`config.mk`:
```
export PLATFORM = sky130hd
export DESIGN_NAME = qam16_polar_demapper
export DESIGN_NICKNAME = d
export VERILOG_FILES = /design/src/rtl/qam16_polar_demapper.sv
export SDC_FILE = /design/constraint.sdc
export NUM_CORES = 1
export LEC_CHECK = 0
export BUFFER_PORTS_ARGS = -buffer_cell sky130_fd_sc_hd__clkbuf_2
export CORE_ASPECT_RATIO = 2
export CORE_MARGIN = 1.5
export CORE_UTILIZATION = 30
export CTS_CLUSTER_DIAMETER = 50
export DETAILED_ROUTE_END_ITERATION = 10
export HOLD_SLACK_MARGIN = 0.15
export PLACE_DENSITY = 0.6
export SYNTH_ARGS = -nofsm -noshare
export SYNTH_HDL_FRONTEND = slang
export SYNTH_SLANG_ARGS = --single-unit
export TNS_END_PERCENT = 20
```
`constraint.sdc`:
```
create_clock -name clk -period 3.52 [get_ports clk]
set_input_delay 1.056 -clock clk [delete_from_list [all_inputs] [get_ports clk]]
set_output_delay 1.056 -clock clk [all_outputs]
set_load 0.005 [all_outputs]
```
`src/rtl/qam16_polar_demapper.sv`:
```
// qam16_polar_demapper
// Hard-decision 16-QAM demapper fed by the CORDIC vectoring stage (magnitude
// and phase). Each accepted sample is sliced into a Gray-coded 4-bit symbol
// and buffered in a small FIFO. A serializer then streams each symbol MSB-first.
// Optional feature: define QAM_DEMAP_STATS_EN to add the per-ring decision
// counters ring_cnt0/1/2.
//
// Handshake: a bit transfers on any rising edge where bit_valid && bit_ready.
// bit_out stays stable while bit_valid=1 and bit_ready=0. Upstream has no
// back-pressure: in_valid is a one-cycle strobe that is always accepted.
module qam16_polar_demapper #(
  parameter int                    WIDTH      = 16,
  parameter int                    WIDTH_WIRE = 18,
  parameter logic [WIDTH_WIRE-1:0] THR_LO     = 18'd7719,
  parameter logic [WIDTH_WIRE-1:0] THR_HI     = 18'd12489,
  parameter int                    FIFO_DEPTH = 4
) (
  input  logic                  clk,
  input  logic                  rst_n,
  input  logic                  in_valid,
  input  logic [WIDTH_WIRE-1:0] mag_in,
  input  logic [WIDTH-1:0]      phase_in,
  output logic                  bit_out,
  output logic                  bit_valid,
  input  logic                  bit_ready,
  output logic [3:0]            sym_out,
  output logic                  sym_valid,
  output logic                  ovf,
  output logic                  dbg_state_o
`ifdef QAM_DEMAP_STATS_EN
  ,
  output logic [15:0]           ring_cnt0,
  output logic [15:0]           ring_cnt1,
  output logic [15:0]           ring_cnt2
`endif
);

  localparam int AW = $clog2(FIFO_DEPTH);
  localparam int OW = WIDTH + 2;

  // Quadrant boundaries on the phase (pi = 25735).
  localparam logic [WIDTH-1:0]     PH_B1  = WIDTH'(12868);
  localparam logic [WIDTH-1:0]     PH_B2  = WIDTH'(25735);
  localparam logic [WIDTH-1:0]     PH_B3  = WIDTH'(38603);
  localparam logic [OW-1:0]        QSTEP  = OW'(12868);
  localparam logic signed [OW-1:0] NEAR_T = OW'(6434);

  typedef enum logic {S_IDLE, S_SHIFT} state_t;

  // ---------------- Stage 1: ring / quadrant / near slicing ----------------
  logic [1:0]            ring_d, quad_d;
  logic                  near_d;
  logic [OW-1:0]         base_w;
  logic signed [OW-1:0]  off_w;

  logic                  s1_valid_q;
  logic [1:0]            ring_q, quad_q;
  logic                  near_q;

  // Slice the incoming sample; the offset is signed so that a phase just
  // below a quadrant's nominal start (q*12868) counts as near that start.
  always_comb begin
    ring_d = 2'd2;
    if (mag_in < THR_LO)      ring_d = 2'd0;
    else if (mag_in < THR_HI) ring_d = 2'd1;

    quad_d = 2'd3;
    if (phase_in < PH_B1)      quad_d = 2'd0;
    else if (phase_in < PH_B2) quad_d = 2'd1;
    else if (phase_in < PH_B3) quad_d = 2'd2;

    base_w = QSTEP * OW'(quad_d);
    off_w  = $signed(OW'(phase_in)) - $signed(base_w);
    near_d = (off_w < NEAR_T);
  end

  // Stage 1 register: captures the slice on every in_valid strobe.
  always_ff @(posedge clk or negedge rst_n) begin
    if (!rst_n) begin
      s1_valid_q <= 1'b0;
      ring_q     <= 2'd0;
      quad_q     <= 2'd0;
      near_q     <= 1'b0;
    end else begin
      s1_valid_q <= in_valid;
      if (in_valid) begin
        ring_q <= ring_d;
        quad_q <= quad_d;
        near_q <= near_d;
      end
    end
  end

  // ---------------- Stage 2: levels, signs and Gray coding ----------------
  logic       i_big, q_big, i_pos, q_pos;
  logic [3:0] sym_d;
  logic [3:0] sym_q;
  logic       sym_valid_q;

  // Per-axis Gray code is {positive, small}: -3=00, -1=01, +1=11, +3=10.
  always_comb begin
    i_big = 1'b0;
    q_big = 1'b0;
    case (ring_q)
      2'd0: begin
        i_big = 1'b0;
        q_big = 1'b0;
      end
      2'd1: begin
        // Even quadrants lean towards the I axis near their start, odd ones
        // towards the Q axis.
        i_big = near_q ^ quad_q[0];
        q_big = ~(near_q ^ quad_q[0]);
      end
      default: begin
        i_big = 1'b1;
        q_big = 1'b1;
      end
    endcase
    i_pos = ~(quad_q[1] ^ quad_q[0]);
    q_pos = ~quad_q[1];
    sym_d = {i_pos, ~i_big, q_pos, ~q_big};
  end

  // Stage 2 register: holds the last decision and pulses sym_valid.
  always_ff @(posedge clk or negedge rst_n) begin
    if (!rst_n) begin
      sym_q       <= 4'd0;
      sym_valid_q <= 1'b0;
    end else begin
      sym_valid_q <= s1_valid_q;
      if (s1_valid_q) sym_q <= sym_d;
    end
  end

  assign sym_out   = sym_q;
  assign sym_valid = sym_valid_q;

  // ---------------- Symbol FIFO ----------------
  logic [3:0]  mem_q [FIFO_DEPTH];
  logic [AW:0] wr_ptr_q, rd_ptr_q;
  logic [AW:0] fill_w;
  logic        full_w, empty_w, push_w, drop_w, pop_w;
  logic [3:0]  head_w;
  logic        ovf_q;

  // FIFO status; a full FIFO still accepts a push when it pops on the same edge.
  always_comb begin
    fill_w  = wr_ptr_q - rd_ptr_q;
    full_w  = (fill_w == (AW+1)'(FIFO_DEPTH));
    empty_w = (fill_w == '0);
    head_w  = mem_q[rd_ptr_q[AW-1:0]];
    push_w  = sym_valid_q && (!full_w || pop_w);
    drop_w  = sym_valid_q && full_w && !pop_w;
  end

  // FIFO storage, no reset needed: occupancy is tracked by the pointers.
  always_ff @(posedge clk) begin
    if (push_w) mem_q[wr_ptr_q[AW-1:0]] <= sym_q;
  end

  // FIFO pointers and the sticky overflow flag.
  always_ff @(posedge clk or negedge rst_n) begin
    if (!rst_n) begin
      wr_ptr_q <= '0;
      rd_ptr_q <= '0;
      ovf_q    <= 1'b0;
    end else begin
      if (push_w) wr_ptr_q <= wr_ptr_q + 1'b1;
      if (pop_w)  rd_ptr_q <= rd_ptr_q + 1'b1;
      if (drop_w) ovf_q    <= 1'b1;
    end
  end

  assign ovf = ovf_q;

  // ---------------- Serializer FSM ----------------
  state_t     state_q, state_d;
  logic [1:0] cnt_q, cnt_d;
  logic [3:0] shreg_q, shreg_d;

  // Serializer next state and outputs; reloads on the last bit so that
  // back-to-back symbols stream without a bubble.
  always_comb begin
    state_d   = state_q;
    cnt_d     = cnt_q;
    shreg_d   = shreg_q;
    pop_w     = 1'b0;
    bit_valid = 1'b0;
    bit_out   = 1'b0;
    case (state_q)
      S_IDLE: begin
        if (!empty_w) begin
          pop_w   = 1'b1;
          shreg_d = head_w;
          cnt_d   = 2'd3;
          state_d = S_SHIFT;
        end
      end
      S_SHIFT: begin
        bit_valid = 1'b1;
        bit_out   = shreg_q[cnt_q];
        if (bit_ready) begin
          if (cnt_q != 2'd0) begin
            cnt_d = cnt_q - 2'd1;
          end else if (!empty_w) begin
            pop_w   = 1'b1;
            shreg_d = head_w;
            cnt_d   = 2'd3;
          end else begin
            state_d = S_IDLE;
          end
        end
      end
      default: state_d = S_IDLE;
    endcase
  end

  // Serializer state register.
  always_ff @(posedge clk or negedge rst_n) begin
    if (!rst_n) begin
      state_q <= S_IDLE;
      cnt_q   <= 2'd0;
      shreg_q <= 4'd0;
    end else begin
      state_q <= state_d;
      cnt_q   <= cnt_d;
      shreg_q <= shreg_d;
    end
  end

  assign dbg_state_o = state_q;

`ifdef QAM_DEMAP_STATS_EN
  logic [15:0] ring_cnt0_q, ring_cnt1_q, ring_cnt2_q;

  // Per-ring decision counters; dropped decisions are counted too.
  always_ff @(posedge clk or negedge rst_n) begin
    if (!rst_n) begin
      ring_cnt0_q <= 16'd0;
      ring_cnt1_q <= 16'd0;
      ring_cnt2_q <= 16'd0;
    end else if (s1_valid_q) begin
      case (ring_q)
        2'd0:    ring_cnt0_q <= ring_cnt0_q + 16'd1;
        2'd1:    ring_cnt1_q <= ring_cnt1_q + 16'd1;
        default: ring_cnt2_q <= ring_cnt2_q + 16'd1;
      endcase
    end
  end

  assign ring_cnt0 = ring_cnt0_q;
  assign ring_cnt1 = ring_cnt1_q;
  assign ring_cnt2 = ring_cnt2_q;
`endif

endmodule

```
==> run summary, run 1 <==
The worst hold-check slack is 0.4669 ns. The number of antenna diodes in the final layout is 0. The effective utilization at floorplan is 0.3116. In this run, CTS created clock tree buffers numbering 5. The worst setup path endpoint is near_q. In this run the power density over the cells is 582.1 mW/mm^2. The setup slack on the worst flop-to-flop path came out at 1.27 ns. The floorplan step defined a core boundary enclosing 0.008292 mm^2. In this run, distinct cell masters in the synthesized netlist total 55. The residual DRC count is 0. In the layout the commonest cells are 46 x sky130_fd_sc_hd__clkbuf_2, 42 x sky130_fd_sc_hd__buf_4, 25 x sky130_fd_sc_hd__dfrtp_1. For this run, the top clock speed supported by timing is 245.5 MHz. The share of layout cells above drive strength 1 is 0.3556. Walking the worst path, the cells encountered are clkbuf_2 > or3_1 > o31ai_1 > a21oi_1 > o21ai_1 > a22o_1 > ha_2 > inv_2 > fa_1 > o311ai_2 > a31oi_1 > xnor2_1 > o22ai_1 > o41ai_2 > a41o_1. The number of synthesized flops with an enable pin is 16.

The required arrival time at the worst endpoint is 3.68 ns. The number of nets still failing antenna checks after routing is 0. The share of Yosys cell area claimed by the top area cell type is 0.2421.

The flow ran to the end, but the final reports show violations. The maximum clock skew at final layout came out at 0.005670 ns. After synthesis, the cell types taking the most area are sky130_fd_sc_hd__dfrtp_1 24%, sky130_fd_sc_hd__edfxtp_1 19%, sky130_fd_sc_hd__ha_1 9.2%.

The post-synthesis cell count is 237. The cell leakage power came out at 0.001533 uW. The sequential cell area fraction in the yosys report is 0.4281.

STA classifies the critical path startpoint as an input pin. The area of the die is 0.009212 mm^2. The detailed-route wire length per cell is 14.38 um. The library cell used most frequently in the layout, excluding fill and tap cells, is sky130_fd_sc_hd__clkbuf_2. Cell internal power was estimated by the tool at 1334 uW.

When the netlist entered floorplanning its net count stood at 295. Of the total power, the clock network draws 0.212. The critical path contains buffers and inverters numbering 2 combined. After layout, the minimum clock period comes to 4.073 ns. Setup violations remaining at the end of the flow were counted as 1.

The floorplan step set the die width to 68.62 um. The number of cells on the worst reg-to-reg path came out at 6. At the pin with the least slew margin, the transition time is 0.6341 ns. The height of the die came out at 134.2 um. The routability-driven placement congestion ratio is 0.8525. The number of antenna violations at the first check in global routing is 0.

The cell area after technology mapping is 0.002584 mm^2. The delay of the slowest cell on the worst path came out at 0.48 ns. Relative to the synthesized area, the layout overhead comes to 31.62%. The share of total power dissipated in combinational logic is 0.395.

The global router's overall resource usage is 0.1441. Of all nets on the critical path, the largest fanout is 3. The count of nets after finishing is 386.

The mean cell area of the mapped netlist is 10.90 um^2. The portion of the clock cycle consumed by the worst path in the final layout came out at 1.157. Counting every sink on the clock net gives 41. In this run the worst hold path is classified as register to register. The estimated wirelength of the detail-placed design is 5106 um.

Clock tree synthesis selected as its root buffer the cell sky130_fd_sc_hd__clkbuf_16. The average vias per placed instance came out at 5.059. The number of filler instances in the final layout came out at 799. The number of endpoints with negative hold slack in the final report was 0. The register clock-pin slew on the reported worst setup and hold paths is 0.05 ns. Tracing the worst setup path back leads to its startpoint at phase_in[3]. The worst register-to-register path ends at mem_q[3][2].

The switching part of the total came out at 0.3263. The number of input and output port buffers inserted is 46. Summed over all layers, the global routing overflow is 0. The most used flip-flop cell after synthesis is sky130_fd_sc_hd__dfrtp_1. The maximum ir drop on the vdd rail came out at 0.1947 mV.

After the first detailed-routing iteration, the DRC count stood at 45. The utilization after layout came out at 0.4101. The max-capacitance violation count came out at 0. The worst slew margin relative to its limit is 0.5773.

Data on the critical path arrives at its endpoint at 4.23 ns. At the later pin of the worst-skew pair, clock insertion delay measures 0.28 ns. The first global-routing pass estimated 10090 um of wire. The number of warning messages in the yosys log came out at 0. The number of vias after detailed routing came out at 2160. The max-slew violation count is 0. The start of the worst register-to-register path is rd_ptr_q[0]. The via count of the first global-routing pass is 2235. The kind of cell adding the most delay to the critical path is compound AO/OA/AOI/OAI gates. The pin count of the biggest net entering global routing came out at 26. The maximum number of buffers from clock root to sink came out at 2. The checks that failed: negative setup slack. The number of search-and-repair iterations in the first detailed-routing pass came out at 4.

The worst setup path is captured at a register. Setup repair after global routing could not meet its margin everywhere. For this run, asynchronously set or reset flops after synthesis account for 0.6098. The total wirelength of the detailed-routed design is 6139 um.

The largest total area in the synthesized netlist belongs to sky130_fd_sc_hd__dfrtp_1. The analysis attributes to net switching a power of 645.9 uW. The H-tree depth is 2.

The master of the slowest instance on the critical path is sky130_fd_sc_hd__fa_1. The share of total power dissipated in sequential elements is 0.394. The cell count along the critical path came out at 15. The number of synthesized register bits came out at 41. Setup slack on the critical path of the routed design comes to -0.5527 ns. The top-level I/O count is 47. The worst setup path is of the input pin to register kind.

After floorplanning, the core was divided into 47 placement rows. The startpoint identified for the worst hold timing path is ovf. TritonCTS built the clock tree.
-- state kept, by name, summed over array words and instances (netlist names) --
signal	flops
sym_out	4
wr_ptr_q	3
dbg_state_o	1
quad_q	2
ovf	1
ring_q	2
shreg_q	4
mem_q	16
s1_valid_q	1
near_q	1
cnt_q	2
rd_ptr_q	3
sym_valid	1
-- logic make-up (layout without fill, tap and decap cells) --
kind of cell,after synthesis,in the layout,synth area share
adder cells (fa/ha/maj),20,20,0.09976
XOR/XNOR,14,14,0.05037
flip-flops,41,41,0.4281
multiplexers,15,15,0.08620
AND/OR/NAND/NOR,65,65,0.1341
buffers and inverters,18,110,0.02760
AO/OA/AOI/OAI,64,64,0.1739
-- cell usage after synthesis (5+ instances only) --
| library cell | instances |
|---|---|
| sky130_fd_sc_hd__mux2_2 | 8 |
| sky130_fd_sc_hd__dfrtp_1 | 25 |
| sky130_fd_sc_hd__o21ai_0 | 14 |
| sky130_fd_sc_hd__edfxtp_1 | 16 |
| sky130_fd_sc_hd__ha_1 | 19 |
| sky130_fd_sc_hd__nand2b_1 | 5 |
| sky130_fd_sc_hd__a21oi_1 | 11 |
| sky130_fd_sc_hd__xnor2_1 | 7 |
| sky130_fd_sc_hd__nand2_1 | 19 |
| sky130_fd_sc_hd__and2_1 | 5 |
| sky130_fd_sc_hd__inv_1 | 14 |
| sky130_fd_sc_hd__nor2_1 | 8 |
| sky130_fd_sc_hd__mux4_2 | 5 |
| sky130_fd_sc_hd__xor2_1 | 6 |
-- power groups by stage --
stage                     Sequential, uW  Combinational (uW)  Clock (uW)
after floorplan                      743                 562           0
after global placement               785                 765           0
after detailed placement             792                 790           0
after CTS                            784                 796         428
after global routing                 805                 889         449
final                                779                 782         419
-- metal layers --
layer / routed length, um / global-route usage / vias to the layer above
li1: - / - / 1081
met1: 2155 / 0.1351 / 1017
met2: 3685 / 0.2927 / 52
met3: 186 / 0.02013 / 10
met4: 112 / 0.04333 / 0
met5: 0 / 0 / -
-- timing repair --
| item | 4_1_cts | 5_1_grt |
|---|---|---|
| gates resized for setup | 1 | 1 |
| endpoints found under the setup margin | 1 | 1 |
| buffers inserted | 0 | 0 |
| hold buffers | 0 | 0 |
-- metrics by stage --
step / total power, uW / instances / setup TNS [ns] / setup slack, ns / instance area [um^2]
floorplan: 1305 / 237 / -0.5460 / -0.5460 / 2604
global placement: 1550 / 419 / -0.8161 / -0.8161 / 3253
detailed placement: 1582 / 419 / -0.8484 / -0.8484 / 3253
CTS: 2007 / 427 / -0.5506 / -0.5506 / 3397
global route: 2143 / 427 / -0.7205 / -0.7205 / 3401
finish: 1980 / 427 / -0.5527 / -0.5527 / 3401
-- worst min path at each step --
stage | endpoint | depth (start not counted) | slack, ns
final | ovf | 1 | 0.47
after global placement | ovf | 1 | 0.44
after global routing | ovf | 1 | 0.51
after floorplan | ovf | 1 | 0.45
after detailed placement | ovf | 1 | 0.46
after CTS | ovf | 1 | 0.47
-- layout make-up --
type	instances	area [um^2]	area share
multi-input cells	178	1436	0.4224
flip-flops and latches	41	1106	0.3252
repair buffers	88	545.5	0.1604
clock buffers	5	125.1	0.03679
well taps	98	122.6	0.03606
inverters	14	52.55	0.01545
clock inverters	3	12.51	0.003679
-- worst register-to-register path: stages, from the launching register on --
cell,delay [ns]
sky130_fd_sc_hd__dfrtp_1,0.57
sky130_fd_sc_hd__ha_1,0.21
sky130_fd_sc_hd__nor2b_1,0.15
sky130_fd_sc_hd__xnor2_1,0.17
sky130_fd_sc_hd__nor3_1,0.10
sky130_fd_sc_hd__nor2b_1,0.36
sky130_fd_sc_hd__and2_1,0.37
(Power assumes the default switching activity.)
==> run 2, diff against run 1 <==
- REMOVE_ABC_BUFFERS: default -> 1
==> run 2 against run 1 <==
Against the previous run: the run still ends with negative setup slack left; sequential power about the same; die area stayed put; combinational power about the same; wire length up 2.1%; clock-buffer cell count increased by 1; hold slack lost 0.00072 ns; via count rose by 1.7%; first-iteration DRC count increased by 96%; sequential cell count unchanged.
==> run summary, run 2 (synthesized netlist as in run 1, its figures left out) <==
The area of the die came out at 0.009212 mm^2. The routed design could run at a clock period as short as 4.052 ns. At the worst endpoint, the arrival time is 4.27 ns.

Walking the worst path, the cells encountered are buf_6 > or3_4 > o21ai_2 > a21oi_1 > a211o_1 > a21o_1 > a22o_1 > ha_2 > inv_2 > fa_2 > or3b_4 > o22a_1 > o211a_1 > o41ai_2 > a41o_1. The number of endpoints with negative hold slack in the final report is 0. The overall power consumption came out at 1994 uW.

The tree is rooted in a sky130_fd_sc_hd__clkbuf_16. The number of input and output port buffers inserted came out at 46. After detailed routing, the number of remaining DRC violations is 0. TritonCTS built the clock tree. The average vias per placed instance came out at 5.194. The global router's overall resource usage is 0.1495. The final worst slack is -0.5323 ns. The cell family contributing the most delay on the critical path is compound AO/OA/AOI/OAI gates. The number of nets still failing antenna checks after routing came out at 0. The worst slew margin relative to its limit is 0.5607. Across the run, the number of max-cap violations was 0.

The later pin in the worst-skew pair is clocked with a latency of 0.28 ns. After the first detailed-routing iteration, the DRC count stood at 88. The total wirelength of the detailed-routed design came out at 6270 um. The library cell used most frequently in the layout, excluding fill and tap cells, is sky130_fd_sc_hd__clkbuf_2.

The critical path in this run is classified as input pin to register. The aggregate global routing overflow came out at 0. The worst setup path is captured at a register.

Dividing total power by cell area gives a power density of 586.4 mW/mm^2. The cell count along the critical path is 15. The maximum fanout along the worst path is 2. The count of placed standard cells including taps came out at 414. In this run the count of I/O pins placed on the die edge is 47. The portion of the clock cycle consumed by the worst path in the final layout is 1.151.

The share of layout cells above drive strength 1 came out at 0.3692. Summed over all nets, the half-perimeter wirelength after detailed placement is 5163 um. The detailed-route wire length per cell is 14.82 um. The required arrival time at the worst endpoint came out at 3.74 ns.

In this run the worst setup path begins at phase_in[3]. The worst path buffer plus inverter count came out at 2. At the end of the flow, the number of nets in the layout was 382. The area added between synthesis and finish is 31.57%.

The fmax came out at 246.8 MHz. The register with the most flip-flops in the layout has 16 of them. The max-slew violation count came out at 0.

The slowest stage of the critical path is the sky130_fd_sc_hd__fa_2 cell. Following the worst setup path forward leads to its endpoint at near_q. The worst register-to-register path ends at mem_q[3][2]. Setup violations remaining at the end of the flow were counted as 1. The first TritonRoute pass finished after 4 iterations. The number of standard cells in the final layout excluding fillers came out at 423.

The maximum clock skew at final layout came out at 0.005517 ns. The final reports fail on negative setup slack. The number of vias after detailed routing is 2197. The longest clock path from root to sink contains 2 buffers. The cell leakage power is 0.001523 uW. The routability-driven placement congestion ratio is 0.8986.

At the end of the flow the core is filled with cells to 0.4100. The number of antenna violations at the first check in global routing is 0. The height of the die is 134.2 um.

The clock net in this run drives a total of 41 sinks. In this run the standard cell core region covers 0.008292 mm^2. The start of the worst register-to-register path is rd_ptr_q[0]. The H-tree depth is 2. The pin count of the biggest net entering global routing came out at 26. The pin slew with the least headroom to its limit is 0.6590 ns.

Hold timing on the final database bottoms out at a slack of 0.4661 ns. The initial utilization of the core area, before any placement, comes to 0.3116. The tightest min-delay check is of the register to register type. The chip width came out at 68.62 um. The first-pass GRT wire length came out at 10560 um. The via count of the first global-routing pass is 2354. The delay of the slowest cell on the worst path came out at 0.42 ns. The worst setup path is launched from an input pin.

Row generation in the floorplan step produced 47 rows. Setup repair after global routing could not meet its margin everywhere. In the layout the commonest cells are 45 x sky130_fd_sc_hd__clkbuf_2, 38 x sky130_fd_sc_hd__buf_4, 25 x sky130_fd_sc_hd__dfrtp_1. For flop-to-flop paths, the worst setup slack is 1.28 ns. The repair_antennas step left the layout with diodes totalling 0. The number of buffers inserted for hold repair after clock tree synthesis came out at 0.

VDD sags by at most 0.2661 mV. The register clock-pin slew on the reported worst setup and hold paths is 0.06 ns. The number of buffers created by CTS is 5. Counting cells, the worst reg-to-reg path comes to 6.

The number of filler instances in the final layout came out at 818. The run finished, with violations left.
-- run 2: cell type report --
| cell class | instances | area (um^2) | share of cell area |
|---|---|---|---|
| inverter | 14 | 52.55 | 0.01546 |
| clock buffer | 6 | 128.9 | 0.03791 |
| sequential | 41 | 1106 | 0.3254 |
| timing repair buffer | 84 | 521.8 | 0.1535 |
| multi-input combinational | 178 | 1458 | 0.4288 |
| tap | 98 | 122.6 | 0.03607 |
| clock inverter | 2 | 10.01 | 0.002944 |
-- run 2: metrics by stage --
stage | area (um^2) | setup WS (ns) | setup TNS, ns
finish | 3400 | -0.5323 | -0.5323
detailed placement | 3196 | -1.208 | -1.208
global route | 3400 | -0.6282 | -0.6282
CTS | 3362 | -0.5418 | -0.5418
global placement | 3196 | -1.145 | -1.145
floorplan | 2565 | -0.8642 | -0.8642
-- run 2: power by group --
| part | internal, uW | total [uW] | switching [uW] |
|---|---|---|---|
| Combinational | 418 | 783 | 364 |
| Sequential | 657 | 777 | 120 |
| Clock | 260 | 434 | 174 |
-- run 2: how the worst min path moves through the flow --
| stage | start | end | slack [ns] | depth (start not counted) |
|---|---|---|---|---|
| after floorplan | ovf | ovf | 0.45 | 1 |
| after detailed placement | ovf | ovf | 0.46 | 1 |
| after global placement | ovf | ovf | 0.44 | 1 |
| after global routing | ovf | ovf | 0.49 | 1 |
| after CTS | ovf | ovf | 0.47 | 1 |
| final | ovf | ovf | 0.47 | 1 |
-- run 2: routing by layer --
layer  vias up  wire [um]  GRT usage
met3        14        162    0.02433
met1      1069       2241     0.1432
met4         0        170    0.05111
met2        47       3696     0.2954
met5         -          0          0
li1       1067          -          -
-- run 2: what timing repair did --
action / 4_1_cts / 5_1_grt
resized for setup: 7 / 9
pin swaps: 8 / 1
setup endpoints to repair: 1 / 1
hold endpoints to repair: 0 / 0
setup buffers: 1 / 0
==> run 3, diff against run 2 <==
- MAX_ROUTING_LAYER: default -> met4
==> run 3 against run 2 <==
Against the previous run: the run still ends with negative setup slack left; critical path depth is the same; global-route usage grew 0.43 points; via count shrank 0.14%; clock-buffer cell count is the same; clock power is essentially flat; wire length is essentially flat; power is essentially flat; register-to-register slack is essentially flat; sequential power is essentially flat; sequential share of layout area is the same; clock skew is essentially flat; die area is the same; critical endpoint unchanged; largest cell class unchanged.
==> run summary, run 3 (synthesized netlist as in run 1, its figures left out) <==
In this run the worst hold path is classified as register to register. The critical path is of the input pin to register type. Dividing the detail-routed wire length by the instance count gives 14.82 um.

The wire-length estimate of the detail-placed layout is 5163 um. The portion of the clock cycle consumed by the worst path in the final layout is 1.150. Setup repair after global routing could not meet its margin everywhere. Walking the worst path, the cells encountered are buf_6 > or3_4 > o21ai_2 > a21oi_1 > a211o_1 > a21o_1 > a22o_1 > ha_2 > inv_2 > fa_2 > or3b_4 > o22a_1 > o211a_1 > o41ai_2 > a41o_1.

For this block, the via count after detailed routing is 2194. The first global-routing pass estimated 10570 um of wire. The maximum clock skew at final layout is 0.005277 ns.

In the final layout, the multi-input gates occupy 0.001458 mm^2. Entering global routing, the biggest net connects 26 pins. The number of antenna violations at the first check in global routing is 0. The aggregate global routing overflow is 0.

The post-place setup slack is -1.208 ns. The maximum number of buffers from clock root to sink came out at 2. The pin slew with the least headroom to its limit is 0.6514 ns. The flip-flop count of the largest register after layout is 16.

Setup violations remaining at the end of the flow were counted as 1. The number of input and output port buffers inserted came out at 46. The routability-driven placement congestion ratio is 0.9139. CTS placed an instance of sky130_fd_sc_hd__clkbuf_16 at the clock tree root. The instance area after placement came out at 0.003196 mm^2. The max-slew violation count is 0. The H-tree depth is 2. The number of buffers created by CTS came out at 5. The worst hold-check slack came out at 0.4661 ns. The final worst slack came out at -0.5267 ns. The worst-skew pair later-pin latency came out at 0.28 ns.

After detailed routing, the total wire length is 6268 um. The global router's overall resource usage is 0.1537. For this run, design rule violations remaining after detail routing come to 0. Data on the critical path is required at its endpoint by 3.74 ns. The finished layout holds 423 standard cells, fillers aside. The number of search-and-repair iterations in the first detailed-routing pass is 4.

The TritonCTS sink count came out at 41. The sequential cell area came out at 0.001106 mm^2. After the first detailed-routing iteration, the DRC count stood at 85. The count of nets after finishing is 382. The power density normalized to cell area is 586.6 mW/mm^2. The top cell types in the final layout, fill and taps aside, are 45 x sky130_fd_sc_hd__clkbuf_2, 38 x sky130_fd_sc_hd__buf_4, 25 x sky130_fd_sc_hd__dfrtp_1.

The via count of the first global-routing pass came to 2353. On the critical path, the stage with the largest delay is an instance of sky130_fd_sc_hd__fa_2. The checks that failed: negative setup slack.

At the worst endpoint, the arrival time is 4.27 ns. The count of placed standard cells including taps came out at 414. The number of endpoints with negative hold slack in the final report is 0. The worst slew margin relative to its limit is 0.5658. The number of nets still failing antenna checks after routing came out at 0. The chip width came out at 68.62 um.

Based on the critical path, the design can be clocked at up to 247.1 MHz. The cell leakage power is 0.001523 uW. The average vias per placed instance came out at 5.187. The height of the die is 134.2 um. The maximum fanout along the worst path is 2. The repair_antennas step left the layout with diodes totalling 0. The maximum ir drop on the vdd rail is 0.2663 mV. The area of all placed cells without fillers is 0.003400 mm^2. The die covers 0.009212 mm^2. The number of filler instances in the final layout is 818. The register clock-pin slew on the reported worst setup and hold paths is 0.06 ns.

The max-capacitance violation count came out at 0. The library cell used most frequently in the layout, excluding fill and tap cells, is sky130_fd_sc_hd__clkbuf_2. The top-level I/O count is 47. Summed over all failing endpoints, the final setup total negative slack is -0.5267 ns. The delay of the slowest cell on the worst path came out at 0.42 ns.

Subtracting the final worst setup slack from the clock period gives 4.047 ns. The number of placement rows is 47. For this configuration, the core starts out at a cell density of 0.3116.

The core area is 0.008292 mm^2. The worst setup path is launched from an input pin. The flow ran to the end, but the final reports show violations. The area added between synthesis and finish is 31.57%. The CTS tree is done. STA classifies the critical path endpoint as a register. Of the cells placed in the final design, the portion with a size suffix greater than 1 is 0.3692.
## run 3: cell counts in the layout (fill, tap and decap cells not counted)
Identical to the previous run, type by type.
## run 3: where the power goes
part           switching (uW)  internal (uW)  leakage, uW
Clock                     174            260    0.0000706
Combinational             364            419      0.00101
Sequential                120            657     0.000439
Total                     658           1340      0.00152
## run 3: critical path: cells and delay by family
kind / cells / cell delay (ns)
buffers and inverters: 2 / 0.14
adder cells (fa/ha/maj): 2 / 0.60
AO/OA/AOI/OAI: 9 / 1.68
AND/OR/NAND/NOR: 2 / 0.78
## run 3: final cells by class
cell class	count	share of cell area
clock buffer	6	0.03791
clock inverter	2	0.002944
inverter	14	0.01546
multi-input combinational	178	0.4288
sequential	41	0.3254
tap	98	0.03607
timing repair buffer	84	0.1535
## run 3: worst paths after layout
check                             from          end  slack, ns  cells after the start
max in group asynchronous        rst_n   sym_out[2]       2.30                      1
min in group asynchronous        rst_n     cnt_q[1]       0.79                      1
max                        phase_in[3]       near_q      -0.53                     15
min reg2reg                        ovf          ovf       0.47                      1
max reg2reg                rd_ptr_q[0]  mem_q[3][2]       1.28                      6
min                                ovf          ovf       0.47                      1
## run 3: per-layer routing
| metal | vias up | track usage | routed length, um |
|---|---|---|---|
| met5 | - | - | 0 |
| met1 | 1064 | 0.1432 | 2201 |
| li1 | 1067 | - | - |
| met3 | 13 | 0.02433 | 193 |
| met2 | 50 | 0.2959 | 3727 |
| met4 | 0 | 0.05111 | 146 |
## run 3: metrics by stage
| step | power (uW) | utilization |
|---|---|---|
| after global routing | 2159 | 0.4100 |
| final | 1994 | 0.4100 |
| after global placement | 1532 | 0.3854 |
| after CTS | 2020 | 0.4055 |
| after floorplan | 1288 | - |
| after detailed placement | 1564 | 0.3854 |
## run 3: timing repair
item	in CTS	in global routing
resized for setup	7	9
endpoints found under the setup margin	1	1
hold buffers	0	0
setup buffers	1	0
pin swaps	8	1
